<file path="config.mk">
export PLATFORM = sky130hd
export DESIGN_NAME = round_controller
export DESIGN_NICKNAME = d
export VERILOG_FILES = /design/src/rtl/duck_game_pkg.sv /design/src/rtl/btn_edge_sync.sv /design/src/rtl/round_controller.sv
export SDC_FILE = /design/constraint.sdc
export NUM_CORES = 1
export LEC_CHECK = 0
export BUFFER_PORTS_ARGS = -buffer_cell sky130_fd_sc_hd__buf_2
export CELL_PAD_IN_SITES_DETAIL_PLACEMENT = 0
export CELL_PAD_IN_SITES_GLOBAL_PLACEMENT = 2
export CORE_MARGIN = 8
export CORE_UTILIZATION = 44
export CTS_BUF_LIST = sky130_fd_sc_hd__clkbuf_4
export CTS_CLUSTER_DIAMETER = 60
export DETAILED_ROUTE_END_ITERATION = 7
export PLACE_DENSITY_LB_ADDON = 0.1
export SYNTH_ARGS = -nofsm -noshare
export SYNTH_HDL_FRONTEND = slang
export SYNTH_SLANG_ARGS = --single-unit
</file>
<file path="constraint.sdc">
create_clock -name clk -period 7 [get_ports clk]
set_input_delay 0 -clock clk [delete_from_list [all_inputs] [get_ports clk]]
set_output_delay 0 -clock clk [all_outputs]
set_load 0.005 [all_outputs]
</file>
<file path="src/rtl/duck_game_pkg.sv">
// Shared types and widths for the duck-hunt game sequencer.
// Round states, score/timer/magazine widths and the saturating score adder.
package duck_game_pkg;

  localparam int HIT_W       = 8;
  localparam int SEC_W       = 5;
  localparam int BUL_W       = 3;
  localparam int N_DUCKS_DEF = 4;

  typedef enum logic [1:0] {
    ST_IDLE   = 2'd0,
    ST_PLAY   = 2'd1,
    ST_RELOAD = 2'd2,
    ST_OVER   = 2'd3
  } state_e;

  // Score addition that pins at the all-ones maximum instead of wrapping.
  function automatic logic [HIT_W-1:0] sat_add_hits(input logic [HIT_W-1:0] base,
                                                     input logic [HIT_W-1:0] inc);
    logic [HIT_W:0] sum;
    sum = {1'b0, base} + {1'b0, inc};
    if (sum[HIT_W]) begin
      return {HIT_W{1'b1}};
    end else begin
      return sum[HIT_W-1:0];
    end
  endfunction

endpackage

</file>
<file path="src/rtl/btn_edge_sync.sv">
// Push-button conditioner: two-flop synchronizer followed by a registered
// rising-edge detector, giving a single-cycle strobe per press.
module btn_edge_sync (
  input  logic clk,
  input  logic rst_n,
  input  logic btn_i,
  output logic rise_o
);

  logic sync1_q;
  logic sync2_q;
  logic prev_q;
  logic rise_q;

  // Synchronize the raw button and register the rising edge
  always_ff @(posedge clk or negedge rst_n) begin
    if (!rst_n) begin
      sync1_q <= 1'b0;
      sync2_q <= 1'b0;
      prev_q  <= 1'b0;
      rise_q  <= 1'b0;
    end else begin
      sync1_q <= btn_i;
      sync2_q <= sync1_q;
      prev_q  <= sync2_q;
      rise_q  <= sync2_q & ~prev_q;
    end
  end

  assign rise_o = rise_q;

endmodule

</file>
<file path="src/rtl/round_controller.sv">
// Duck-hunt round sequencer: round state, round timer, magazine and score.
// Gates bullet launch and freezes motion outside of an active round.
module round_controller
  import duck_game_pkg::*;
#(
  parameter int TICKS_PER_SEC = 25_000_000,
  parameter int ROUND_SECS    = 30,
  parameter int MAG_SIZE      = 4,
  parameter int RELOAD_CYCLES = 12_500_000,
  parameter int N_DUCKS       = N_DUCKS_DEF
) (
  input  logic               clk,
  input  logic               reset,
  input  logic               fire,
  input  logic               reload,
  input  logic [N_DUCKS-1:0] collision,
  output logic               fire_pulse,
  output logic               freeze,
  output logic [BUL_W-1:0]   bullets,
  output logic [HIT_W-1:0]   hits,
  output logic [SEC_W-1:0]   secs_left,
  output logic [1:0]         state
);

  localparam int PRESC_W = (TICKS_PER_SEC > 1) ? $clog2(TICKS_PER_SEC) : 1;
  localparam int RLD_W   = (RELOAD_CYCLES > 1) ? $clog2(RELOAD_CYCLES) : 1;
  localparam int CNT_W   = $clog2(N_DUCKS + 1);

  localparam logic [PRESC_W-1:0] PRESC_LAST = PRESC_W'(TICKS_PER_SEC - 1);
  localparam logic [RLD_W-1:0]   RLD_LAST   = RLD_W'(RELOAD_CYCLES - 1);
  localparam logic [BUL_W-1:0]   BUL_FULL   = BUL_W'(MAG_SIZE);
  localparam logic [SEC_W-1:0]   SEC_FULL   = SEC_W'(ROUND_SECS);

  function automatic logic [CNT_W-1:0] popcount(input logic [N_DUCKS-1:0] v);
    logic [CNT_W-1:0] c;
    c = '0;
    for (int i = 0; i < N_DUCKS; i++) begin
      c = c + CNT_W'(v[i]);
    end
    return c;
  endfunction

  state_e             state_q;
  logic [BUL_W-1:0]   bullets_q;
  logic               fire_pulse_q;
  logic               freeze_q;
  logic [RLD_W-1:0]   rld_cnt_q;
  logic [PRESC_W-1:0] presc_q;
  logic [SEC_W-1:0]   secs_q;
  logic [HIT_W-1:0]   hits_q;
  logic [N_DUCKS-1:0] coll_prev_q;

  logic               fire_rise_s;
  logic               reload_rise_s;
  logic               running_s;
  logic               start_s;
  logic               sec_tick_s;
  logic               timeout_s;
  logic [N_DUCKS-1:0] coll_rise_s;
  logic [CNT_W-1:0]   new_hits_s;

  btn_edge_sync u_fire_sync (
    .clk    (clk),
    .rst_n  (reset),
    .btn_i  (fire),
    .rise_o (fire_rise_s)
  );

  btn_edge_sync u_reload_sync (
    .clk    (clk),
    .rst_n  (reset),
    .btn_i  (reload),
    .rise_o (reload_rise_s)
  );

  assign running_s   = (state_q == ST_PLAY) || (state_q == ST_RELOAD);
  assign start_s     = (state_q == ST_IDLE) && fire_rise_s;
  assign sec_tick_s  = running_s && (presc_q == PRESC_LAST);
  // The last second expiring ends the round on the same edge secs reaches 0
  assign timeout_s   = sec_tick_s && (secs_q <= SEC_W'(1));
  assign coll_rise_s = collision & ~coll_prev_q;
  assign new_hits_s  = popcount(coll_rise_s);

  // Round sequencing, magazine and launch strobe
  always_ff @(posedge clk or negedge reset) begin
    if (!reset) begin
      state_q      <= ST_IDLE;
      bullets_q    <= BUL_FULL;
      fire_pulse_q <= 1'b0;
      freeze_q     <= 1'b1;
      rld_cnt_q    <= '0;
    end else begin
      fire_pulse_q <= 1'b0;
      case (state_q)
        ST_IDLE: begin
          if (fire_rise_s) begin
            state_q   <= ST_PLAY;
            freeze_q  <= 1'b0;
            bullets_q <= BUL_FULL;
          end
        end
        ST_PLAY: begin
          if (timeout_s) begin
            state_q  <= ST_OVER;
            freeze_q <= 1'b1;
          end else if (reload_rise_s) begin
            state_q   <= ST_RELOAD;
            rld_cnt_q <= '0;
          end else if (fire_rise_s && (bullets_q != '0)) begin
            fire_pulse_q <= 1'b1;
            bullets_q    <= bullets_q - BUL_W'(1);
          end
        end
        ST_RELOAD: begin
          if (timeout_s) begin
            state_q  <= ST_OVER;
            freeze_q <= 1'b1;
          end else if (rld_cnt_q == RLD_LAST) begin
            state_q   <= ST_PLAY;
            bullets_q <= BUL_FULL;
          end else begin
            rld_cnt_q <= rld_cnt_q + RLD_W'(1);
          end
        end
        ST_OVER: begin
          if (reload_rise_s) begin
            state_q <= ST_IDLE;
          end
        end
        default: begin
          state_q  <= ST_IDLE;
          freeze_q <= 1'b1;
        end
      endcase
    end
  end

  // Seconds prescaler and round countdown, live only while a round runs
  always_ff @(posedge clk or negedge reset) begin
    if (!reset) begin
      presc_q <= '0;
      secs_q  <= SEC_FULL;
    end else if (start_s) begin
      presc_q <= '0;
      secs_q  <= SEC_FULL;
    end else if (running_s) begin
      if (presc_q == PRESC_LAST) begin
        presc_q <= '0;
        if (secs_q != '0) begin
          secs_q <= secs_q - SEC_W'(1);
        end
      end else begin
        presc_q <= presc_q + PRESC_W'(1);
      end
    end
  end

  // Collision edge tracking runs in every state so held levels never score twice
  always_ff @(posedge clk or negedge reset) begin
    if (!reset) begin
      hits_q      <= '0;
      coll_prev_q <= '0;
    end else begin
      coll_prev_q <= collision;
      if (start_s) begin
        hits_q <= '0;
      end else if (running_s) begin
        hits_q <= sat_add_hits(hits_q, HIT_W'(new_hits_s));
      end
    end
  end

  assign fire_pulse = fire_pulse_q;
  assign freeze     = freeze_q;
  assign bullets    = bullets_q;
  assign hits       = hits_q;
  assign secs_left  = secs_q;
  assign state      = state_q;

endmodule

</file>
==> results.sh, run 1 <==
export IMPL_run_status="finished, final reports clean"
export IMPL_rsz0062_at_grt="no"
export IMPL_cpMostUsedCell="buf_4"
export IMPL_p_int_w=0.000853
export IMPL_arrival_ns=3.58
export IMPL_hold_violations=0
export IMPL_synthesis_yosys_warnings=0
export IMPL_die_x_um=118
export IMPL_rows=37
export IMPL_synth_area_top_cells="dfrtp_1 (41%), a21oi_1 (3.8%), ha_1 (3.8%)"
export IMPL_worst_ep_required_time_ns=7.32
export IMPL_synth_async_sr_flop_share=1.00
export IMPL_clk_latency_ns=0.44
export IMPL_syn_area_um2=4620
export IMPL_drt_first_pass_iters=4
export IMPL_min_path_type="in -> async"
export IMPL_max_slew_margin_rel=0.323
export IMPL_leakagePower_nw=2.12
export IMPL_ir_drop_v=0.000139
export IMPL_die_height_um=118
export IMPL_skew_ns=0.0175
export IMPL_cp_slowest_stage_delay_ns=0.87
export IMPL_n_antenna_cell=0
export IMPL_portBuffers=27
export IMPL_drv_slew=0
export IMPL_area_growth_pct=8.86
export IMPL_cp_start_kind="flip-flop"
export IMPL_cp_cell_sequence="inv_1 -> ha_1 -> nand3_1 -> nor4_4 -> and3_1 -> buf_4 -> nor4b_2 -> buf_4 -> a21oi_1"
export IMPL_r2r_cells=9
export IMPL_layout_cells_non_filler=654
export IMPL_finalCritPeriodShare=0.466
export IMPL_timing_fmax_mhz=307
export IMPL_cts_buffers=9
export IMPL_routedWlPerCell_um=16.5
export IMPL_powerDensity_nw_per_um2=277
export IMPL_grt_max_degree=47
export IMPL_syn_avg_cell_area_um2=9.52
export IMPL_start_util=0.449
export IMPL_nNetsFinal=538
export IMPL_synth_top_cell_area_share=0.406
export IMPL_coreArea_um2=10300
export IMPL_worstMarginPinSlew_ns=1.01
export IMPL_post_dp_hpwl_um=7760
export IMPL_syn_nets=510
export IMPL_routed_via_density=5.78
export IMPL_cts_tree="done"
export IMPL_wl_um=10800
export IMPL_synth_most_common_cell="dfrtp_1"
export IMPL_slowest_stage="nor4b_2"
export IMPL_yosys_area_top_type="dfrtp_1"
export IMPL_dieArea_um2=14000
export IMPL_crit_type="reg -> reg"
export IMPL_power_frac_comb=0.350
export IMPL_io_pins=28
export IMPL_drtIter0Drc=224
export IMPL_period_minus_slack_ns=3.26
export IMPL_p_seq_frac=0.447
export IMPL_place_congestion=0.837
export IMPL_cp_end_kind="flip-flop"
export IMPL_drtAntennaViolNets=0
export IMPL_syn_inst=485
export IMPL_net_switching_power_w=0.000537
export IMPL_p_clk_frac=0.203
export IMPL_final_setup_tns_ns=0
export IMPL_synth_cell_types=65
export IMPL_via_count=3780
export IMPL_numPlacedInstances=631
export IMPL_clkTransAtPathRegs_ns=0.14
export IMPL_synth_ff_type="dfrtp_1"
export IMPL_drive_above_1_share=0.129
export IMPL_htreeDepth=3
export IMPL_clock_sinks=81
export IMPL_grt_pass1_vias=3881
export IMPL_grt_pass1_wl_um=18800
export IMPL_cts_resized_gates=0
export IMPL_sw_frac_of_total=0.386
export IMPL_setup_viol=0
export IMPL_synth_edff_count=0
export IMPL_grt_usage=0.162
export IMPL_drv_cap=0
export IMPL_synthTopCellsByCount="dfrtp_1 (75), nand2_1 (44), a21oi_1 (35)"
export IMPL_gr_total_overflow=0
export IMPL_antenna_found_initial=0
export IMPL_synth_seq_cells=81
export IMPL_cts_path_max_buffers=2
export IMPL_crit_fanout=46
export IMPL_drc=0
export IMPL_cts_root_buf="clkbuf_4"
export IMPL_seq_area_frac_synth=0.441
-- power groups by stage --
stage | logic (W) | registers [W] | clock network (W)
after floorplan | 0.000352 | 0.000614 | 0
after global placement | 0.000484 | 0.000629 | 0
after detailed placement | 0.000489 | 0.000631 | 0
after CTS | 0.000494 | 0.000623 | 0.000294
after global routing | 0.000557 | 0.000636 | 0.000310
final | 0.000486 | 0.000622 | 0.000282
-- repair_timing --
item | in CTS | in global routing
buffers inserted | 0 | 0
endpoints found under the setup margin | 0 | 0
hold buffers | 7 | 0
endpoints found under the hold margin | 47 | 0
-- sequential cells by signal (all words and copies together), names as in the netlist, 2 cells and up --
name,count
presc_q,25
rld_cnt_q,24
hits,8
secs_left,5
coll_prev_q,4
bullets,3
state,2
-- worst paths after layout --
kind / from / endpoint / slack, ns
setup reg to reg: state[1] / rld_cnt_q[15] / 3.74
hold reg to reg: u_reload_sync.sync1_q / u_reload_sync.sync2_q / 0.36
setup / recovery: state[1] / rld_cnt_q[15] / 3.74
max in group asynchronous: reset / secs_left[4] / 5.98
hold / removal: reset / rld_cnt_q[3] / 0.07
min in group clk: reload / u_reload_sync.sync1_q / 0.20
-- kinds of logic after synthesis --
| logic type | after synthesis | share of synthesized area |
|---|---|---|
| buf+inv | 44 | 0.0490 |
| compound gates | 116 | 0.163 |
| xor+xnor | 12 | 0.0228 |
| simple gates | 206 | 0.253 |
| flops | 81 | 0.441 |
| mux | 9 | 0.0211 |
| fa+ha+maj | 17 | 0.0509 |
-- metal layers --
layer,vias up,part of all wire,track usage
li1,1867,-,-
met1,1862,0.46,0.197
met2,38,0.50,0.278
met3,13,0.019,0.0233
met4,0,0.018,0.0719
met5,-,0,0
-- cell usage in the layout (no fill, tap or decap), types with 11 or more instances in the layout --
cell,instances
dfrtp_1,75
nand2_1,44
a21oi_1,35
nor2_1,32
nand3_1,27
buf_2,26
inv_1,24
or4_1,20
o31ai_1,18
o21ai_0,18
nand4_1,17
ha_1,14
clkbuf_4,11
-- through the flow --
| stage | hold slack [ns] | power (W) | setup WS, ns | util | instance area, µm² |
|---|---|---|---|---|---|
| 2_1_floorplan | -0.296 | 0.000967 | 4.41 | - | 4620 |
| 3_3_place_gp | 0.0286 | 0.00111 | 3.87 | 0.469 | 4820 |
| 3_5_place_dp | 0.0307 | 0.00112 | 3.75 | 0.469 | 4820 |
| 4_1_cts | 0.0706 | 0.00141 | 3.73 | 0.489 | 5030 |
| 5_1_grt | 0.0969 | 0.00150 | 3.49 | 0.489 | 5030 |
| 6_report | 0.0681 | 0.00139 | 3.74 | 0.489 | 5030 |
-- worst max-delay path: cells and delay by family (launching register included) --
| family | cells | cell delay, ns |
|---|---|---|
| buffers and inverters | 3 | 0.71 |
| DFF | 1 | 0.49 |
| and+or+nand+nor | 4 | 1.35 |
| AOI/OAI and AO/OA | 1 | 0.06 |
| adders and majority gates | 1 | 0.49 |
-- area by class of cell --
class | instances | area [µm²]
Tap cell | 136 | 170
Inverter | 24 | 90.1
Clock buffer | 11 | 82.6
Clock inverter | 5 | 56.3
Fill cell | 1020 | 5250
Sequential cell | 81 | 2030
Timing Repair Buffer | 37 | 230
Multi-Input combinational cell | 360 | 2360
Power figures use the tool's default switching activity.
==> run 2: changes to the inputs <==
--- a/config.mk
+++ b/config.mk
@@ -5,11 +5,12 @@
 export SDC_FILE = /design/constraint.sdc
 export NUM_CORES = 1
 export LEC_CHECK = 0
+export ABC_AREA = 1
 export BUFFER_PORTS_ARGS = -buffer_cell sky130_fd_sc_hd__buf_2
 export CELL_PAD_IN_SITES_DETAIL_PLACEMENT = 0
 export CELL_PAD_IN_SITES_GLOBAL_PLACEMENT = 2
 export CORE_MARGIN = 8
-export CORE_UTILIZATION = 44
+export CORE_UTILIZATION = 33
 export CTS_BUF_LIST = sky130_fd_sc_hd__clkbuf_4
 export CTS_CLUSTER_DIAMETER = 60
 export DETAILED_ROUTE_END_ITERATION = 7
==> constraint.sdc (replaced) <==
create_clock -name clk -period 2.73 [get_ports clk]
set_input_delay 0 -clock clk [delete_from_list [all_inputs] [get_ports clk]]
set_output_delay 0 -clock clk [all_outputs]
set_load 0.005 [all_outputs]
==> run 2 against run 1 <==
Compared with the run above: largest cell class unchanged; sequential share of layout area fell by 4.7 points; largest power group is now combinational logic; critical endpoint is now hits[0]; non-clock buffer count is 7 higher; synthesized cell count grew 44%.
==> results.sh, run 2 <==
export IMPL_power_w=0.00415
export IMPL_coreArea_um2=15100
export IMPL_drv_slew=0
export IMPL_worstMarginPinSlew_ns=0.826
export IMPL_routed_via_density=4.78
export IMPL_dpl_worst_slack_ns=0.122
export IMPL_syn_area_um2=5080
export IMPL_cts_root_buf="clkbuf_4"
export IMPL_portBuffers=27
export IMPL_max_flop_register="presc_q"
export IMPL_crit_fanout=6
export IMPL_setup_viol=0
export IMPL_cts_path_max_buffers=2
export IMPL_htreeDepth=3
export IMPL_die_height_um=140
export IMPL_dieArea_um2=19600
export IMPL_cts_buffers=9
export IMPL_synth_top_cell_area_share=0.369
export IMPL_run_status="finished, final reports clean"
export IMPL_post_dp_hpwl_um=10300
export IMPL_drtIter0Drc=337
export IMPL_antenna_found_initial=1
export IMPL_syn_avg_cell_area_um2=7.26
export IMPL_cp_cell_sequence="inv_1 -> nand2_1 -> fa_1 -> fa_1 -> inv_1 -> fa_2 -> nand3_2 -> nor2_2 -> inv_1 -> nor3_1 -> buf_4 -> o21ai_0 -> o21ai_0"
export IMPL_yosys_area_top_type="dfrtp_1"
export IMPL_skew_ns=0.0215
export IMPL_synthesis_yosys_warnings=0
export IMPL_cp_end_kind="flip-flop"
export IMPL_layout_common_cells="nand2_1 (221), nor2_1 (88), inv_1 (82)"
export IMPL_clock_sinks=81
export IMPL_r2r_start="coll_prev_q[0]"
export IMPL_synth_edff_count=0
export IMPL_drt_first_pass_iters=5
export IMPL_cpMostUsedCell="inv_1"
export IMPL_crit_start="coll_prev_q[0]"
export IMPL_timing_fmax_mhz=391
export IMPL_nNetsFinal=771
export IMPL_worst_ep_required_time_ns=3.12
export IMPL_multi_input_area_um2=2660
export IMPL_path_delay_family="adder cells"
export IMPL_arrival_ns=2.94
export IMPL_synthTopCellsByCount="nand2_1 (221), nor2_1 (89), inv_1 (82)"
export IMPL_wl_um=13600
export IMPL_cp_slowest_stage_delay_ns=0.48
export IMPL_powerDensity_nw_per_um2=729
export IMPL_r2r_cells=13
export IMPL_ir_drop_v=0.000498
export IMPL_numPlacedInstances=915
export IMPL_crit_type="reg -> reg"
export IMPL_clk_latency_ns=0.47
export IMPL_drc=0
export IMPL_leakagePower_nw=2.73
export IMPL_drtAntennaViolNets=0
export IMPL_start_util=0.335
export IMPL_rsz0062_at_grt="no"
export IMPL_routedWlPerCell_um=14.5
export IMPL_max_slew_margin_rel=0.450
export IMPL_setup_ws_ns=0.174
export IMPL_path_depth=13
export IMPL_drv_cap=0
export IMPL_final_common_cell="nand2_1"
export IMPL_finalCritPeriodShare=0.936
export IMPL_hold_violations=0
export IMPL_synth_ff_type="dfrtp_1"
export IMPL_layout_cells_non_filler=940
export IMPL_place_congestion=0.806
export IMPL_clkTransAtPathRegs_ns=0.16
export IMPL_final_seq_area_um2=2030
export IMPL_area_growth_pct=12.0
export IMPL_drive_above_1_share=0.124
export IMPL_cp_start_kind="flip-flop"
export IMPL_period_minus_slack_ns=2.56
export IMPL_cp_num_buf_inv=4
export IMPL_grt_usage=0.145
export IMPL_largest_register_ffs=25
export IMPL_synth_seq_cells=81
export IMPL_io_pins=28
export IMPL_grt_pass1_wl_um=22800
export IMPL_synth_area_top_cells="dfrtp_1 (37%), nand2_1 (16%), nor2_1 (6.6%)"
export IMPL_grt_max_degree=62
export IMPL_synth_most_common_cell="nand2_1"
export IMPL_via_count=4496
export IMPL_grt_pass1_vias=4373
export IMPL_syn_nets=725
export IMPL_seq_area_frac_synth=0.400
export IMPL_syn_inst=700
export IMPL_rows=45
export IMPL_synth_async_sr_flop_share=1.00
export IMPL_die_x_um=140
export IMPL_synth_cell_types=42
export IMPL_final_fill_count=1639
export IMPL_slowest_stage="fa_1"
export IMPL_final_setup_tns_ns=0
export IMPL_min_path_type="in -> async"
export IMPL_gr_total_overflow=0
export IMPL_cts_tree="done"
==> run 2: layout make-up <==
cell class                      count  area share
Antenna cell                        1    0.000440
Clock buffer                        9      0.0119
Clock inverter                      7      0.0143
Inverter                           86      0.0580
Multi-Input combinational cell    524       0.467
Sequential cell                    81       0.357
Tap cell                          188      0.0413
Timing Repair Buffer               44      0.0497
==> run 2: kinds of logic (layout without fill, tap and decap cells) <==
group                    after synthesis  in the layout  share of synthesized area
AND/OR/NAND/NOR                      412            412                      0.345
buffers and inverters                 95            146                     0.0783
flip-flops                            81             81                      0.400
AO/OA/AOI/OAI                         64             64                     0.0766
XOR/XNOR                              31             31                     0.0534
adder cells (fa/ha/maj)               17             17                     0.0463
other                                  0              1                          0
==> run 2: what timing repair did <==
item / 4_1_cts / 5_1_grt
buffers inserted: 0 / 1
hold endpoints to repair: 59 / 0
setup endpoints to repair: 0 / 6
hold buffers: 7 / 0
gates resized for setup: 0 / 3
==> run 2: final timing paths <==
path                                         end  slack, ns
max reg2reg                              hits[0]       0.17
max                                      hits[0]       0.17
max in group asynchronous            presc_q[22]       1.86
min reg2reg                u_reload_sync.sync2_q       0.37
min                                  presc_q[17]       0.15
min in group clk           u_reload_sync.sync1_q       0.16
==> run 2: power breakdown <==
group	leakage [nW]	internal (W)	switching [W]
Combinational	1.59	0.000572	0.00118
Clock	0.0779	0.000294	0.000500
Sequential	1.07	0.00139	0.000210
==> run 2: per-layer routing <==
metal	up-vias	share of wire	global-route usage
li1	2305	-	-
met1	2104	0.51	0.200
met2	70	0.44	0.225
met3	17	0.028	0.0238
met4	0	0.016	0.0520
met5	-	0	0
==> run 2: worst reg2reg max path, stage by stage (launching register included) <==
cell	delay (ns)
dfrtp_1	0.39
inv_1	0.05
nand2_1	0.06
fa_1	0.48
fa_1	0.43
inv_1	0.10
fa_2	0.22
nand3_2	0.08
nor2_2	0.15
inv_1	0.07
nor3_1	0.13
buf_4	0.16
o21ai_0	0.07
o21ai_0	0.09
==> run 2: through the flow <==
stage	hold WS, ns	instance area (µm²)	utilization
after floorplan	-0.296	5080	-
after global placement	0.111	5450	0.360
after global routing	0.115	5690	0.376
final	0.151	5690	0.376
after CTS	0.111	5670	0.374
after detailed placement	0.110	5450	0.360
==> run 3: changes to the inputs <==
--- a/config.mk
+++ b/config.mk
@@ -9,11 +9,12 @@
 export BUFFER_PORTS_ARGS = -buffer_cell sky130_fd_sc_hd__buf_2
 export CELL_PAD_IN_SITES_DETAIL_PLACEMENT = 0
 export CELL_PAD_IN_SITES_GLOBAL_PLACEMENT = 2
-export CORE_MARGIN = 8
+export CORE_MARGIN = 2
 export CORE_UTILIZATION = 33
 export CTS_BUF_LIST = sky130_fd_sc_hd__clkbuf_4
 export CTS_CLUSTER_DIAMETER = 60
 export DETAILED_ROUTE_END_ITERATION = 7
+export HOLD_SLACK_MARGIN = 0.15
 export PLACE_DENSITY_LB_ADDON = 0.1
 export SYNTH_ARGS = -nofsm -noshare
 export SYNTH_HDL_FRONTEND = slang
==> run 3 against run 2 <==
Compared with the run above: utilization rose by 0.38 points; worst hold slack improved by 0.22 ns; worst setup slack got worse by 0.0040 ns; largest power group unchanged.
==> results.sh, run 3 (synthesized netlist as in run 2, its figures left out) <==
export IMPL_run_status="finished, final reports clean"
export IMPL_cp_slowest_stage_delay_ns=0.49
export IMPL_cp_start_kind="flip-flop"
export IMPL_multi_input_area_um2=2650
export IMPL_max_slew_margin_rel=0.679
export IMPL_drc=0
export IMPL_worst_ep_required_time_ns=3.13
export IMPL_cts_tree="done"
export IMPL_cts_root_buf="clkbuf_4"
export IMPL_final_seq_area_um2=2030
export IMPL_clock_sinks=81
export IMPL_antenna_found_initial=1
export IMPL_cpMostUsedCell="inv_1"
export IMPL_wl_um=13300
export IMPL_drv_slew=0
export IMPL_dpl_worst_slack_ns=0.178
export IMPL_grt_pass1_vias=4290
export IMPL_grt_usage=0.173
export IMPL_io_pins=28
export IMPL_skew_ns=0.0175
export IMPL_clk_latency_ns=0.46
export IMPL_powerDensity_nw_per_um2=716
export IMPL_rsz0062_at_grt="no"
export IMPL_cts_path_max_buffers=2
export IMPL_drive_above_1_share=0.119
export IMPL_cp_end_kind="flip-flop"
export IMPL_final_setup_tns_ns=0
export IMPL_drtIter0Drc=262
export IMPL_via_count=4425
export IMPL_grt_pass1_wl_um=22200
export IMPL_final_common_cell="nand2_1"
export IMPL_start_util=0.335
export IMPL_ir_drop_v=0.000453
export IMPL_drt_first_pass_iters=5
export IMPL_min_path_type="reg -> reg"
export IMPL_area_growth_pct=13.2
export IMPL_slowest_stage="fa_1"
export IMPL_cts_buffers=9
export IMPL_timing_fmax_mhz=391
export IMPL_final_fill_count=1596
export IMPL_die_height_um=128
export IMPL_grt_max_degree=82
export IMPL_crit_type="reg -> reg"
export IMPL_setup_viol=0
export IMPL_place_congestion=0.821
export IMPL_finalCritPeriodShare=0.938
export IMPL_path_delay_family="adder cells"
export IMPL_crit_fanout=6
export IMPL_htreeDepth=3
export IMPL_cp_cell_sequence="inv_1 -> nand2_1 -> fa_1 -> fa_1 -> inv_1 -> fa_2 -> nand3_1 -> nor2_2 -> inv_1 -> nor3_1 -> buf_4 -> o21ai_0 -> nand2_1"
export IMPL_max_flop_register="presc_q"
export IMPL_leakagePower_nw=2.75
export IMPL_clkTransAtPathRegs_ns=0.15
export IMPL_gr_total_overflow=0
export IMPL_period_minus_slack_ns=2.56
export IMPL_arrival_ns=2.96
export IMPL_nNetsFinal=776
export IMPL_drv_cap=0
export IMPL_rows=45
export IMPL_cp_num_buf_inv=4
export IMPL_routedWlPerCell_um=14.1
export IMPL_layout_common_cells="nand2_1 (221), nor2_1 (88), inv_1 (82)"
export IMPL_largest_register_ffs=25
export IMPL_coreArea_um2=15100
export IMPL_die_x_um=128
export IMPL_post_dp_hpwl_um=9860
export IMPL_dieArea_um2=16400
export IMPL_portBuffers=27
export IMPL_worstMarginPinSlew_ns=0.482
export IMPL_setup_ws_ns=0.170
export IMPL_routed_via_density=4.68
export IMPL_drtAntennaViolNets=0
export IMPL_hold_violations=0
==> run 3: cell types whose count changed in the layout (fill, tap and decap cells not counted), sizes merged <==
cell         change
buf              -2
clkinvlp         +1
dlygate4sd3      +7
inv              -1
==> run 3: report_power, final <==
part           leakage (nW)  internal [W]  total [W]  switching, W
registers              1.07       0.00139    0.00160      0.000209
clock network        0.0733      0.000287   0.000781      0.000494
logic                  1.61      0.000574    0.00173       0.00116
total                  2.75       0.00226    0.00412       0.00186
==> run 3: worst register-to-register path, delay by kind of cell, from the launching register on <==
| kind | cells | cell delay [ns] |
|---|---|---|
| buffers and inverters | 4 | 0.38 |
| adder cells (fa/ha/maj) | 3 | 1.12 |
| AO/OA/AOI/OAI | 1 | 0.08 |
| AND/OR/NAND/NOR | 5 | 0.52 |
| flip-flops | 1 | 0.39 |
==> run 3: metal layers <==
metal  vias to the layer above  GRT usage  share of wire
met1                      2043      0.244           0.51
met2                        54      0.270           0.45
met3                        10     0.0275          0.032
li1                       2318          -              -
met4                         0     0.0621          0.011
met5                         -          0              0
==> run 3: cell type report <==
type	count	share of cell area
Antenna cell	1	0.000435
Clock buffer	9	0.0118
Clock inverter	7	0.0133
Inverter	86	0.0575
Multi-Input combinational cell	524	0.461
Sequential cell	81	0.354
Tap cell	188	0.0409
Timing Repair Buffer	49	0.0609
==> run 3: metrics by stage <==
step                       util  hold slack [ns]  power, W  instance area [µm²]  cells
after floorplan               -           -0.296   0.00284                 5080    700
after global placement    0.360           0.0789   0.00336                 5450    913
after detailed placement  0.360           0.0800   0.00337                 5450    913
after CTS                 0.379            0.382   0.00420                 5730    943
after global routing      0.380            0.389   0.00450                 5750    945
final                     0.380            0.375   0.00412                 5750    945
==> run 3: worst paths after layout <==
kind | cells past startpoint | startpoint | slack (ns) | end
worst min-delay path | 0 | u_reload_sync.sync1_q | 0.37 | u_reload_sync.sync2_q
worst max register to register | 13 | coll_prev_q[2] | 0.17 | hits[7]
max in group asynchronous | 4 | reset | 1.66 | secs_left[3]
worst max-delay path | 13 | coll_prev_q[2] | 0.17 | hits[7]
worst min register to register | 0 | u_reload_sync.sync1_q | 0.37 | u_reload_sync.sync2_q
min in group asynchronous | 4 | reset | 0.68 | rld_cnt_q[12]
==> run 3: what timing repair did <==
action	4_1_cts	5_1_grt
resized for setup	0	2
setup buffers	0	1
endpoints found under the hold margin	88	0
hold buffers	14	0
endpoints found under the setup margin	0	6
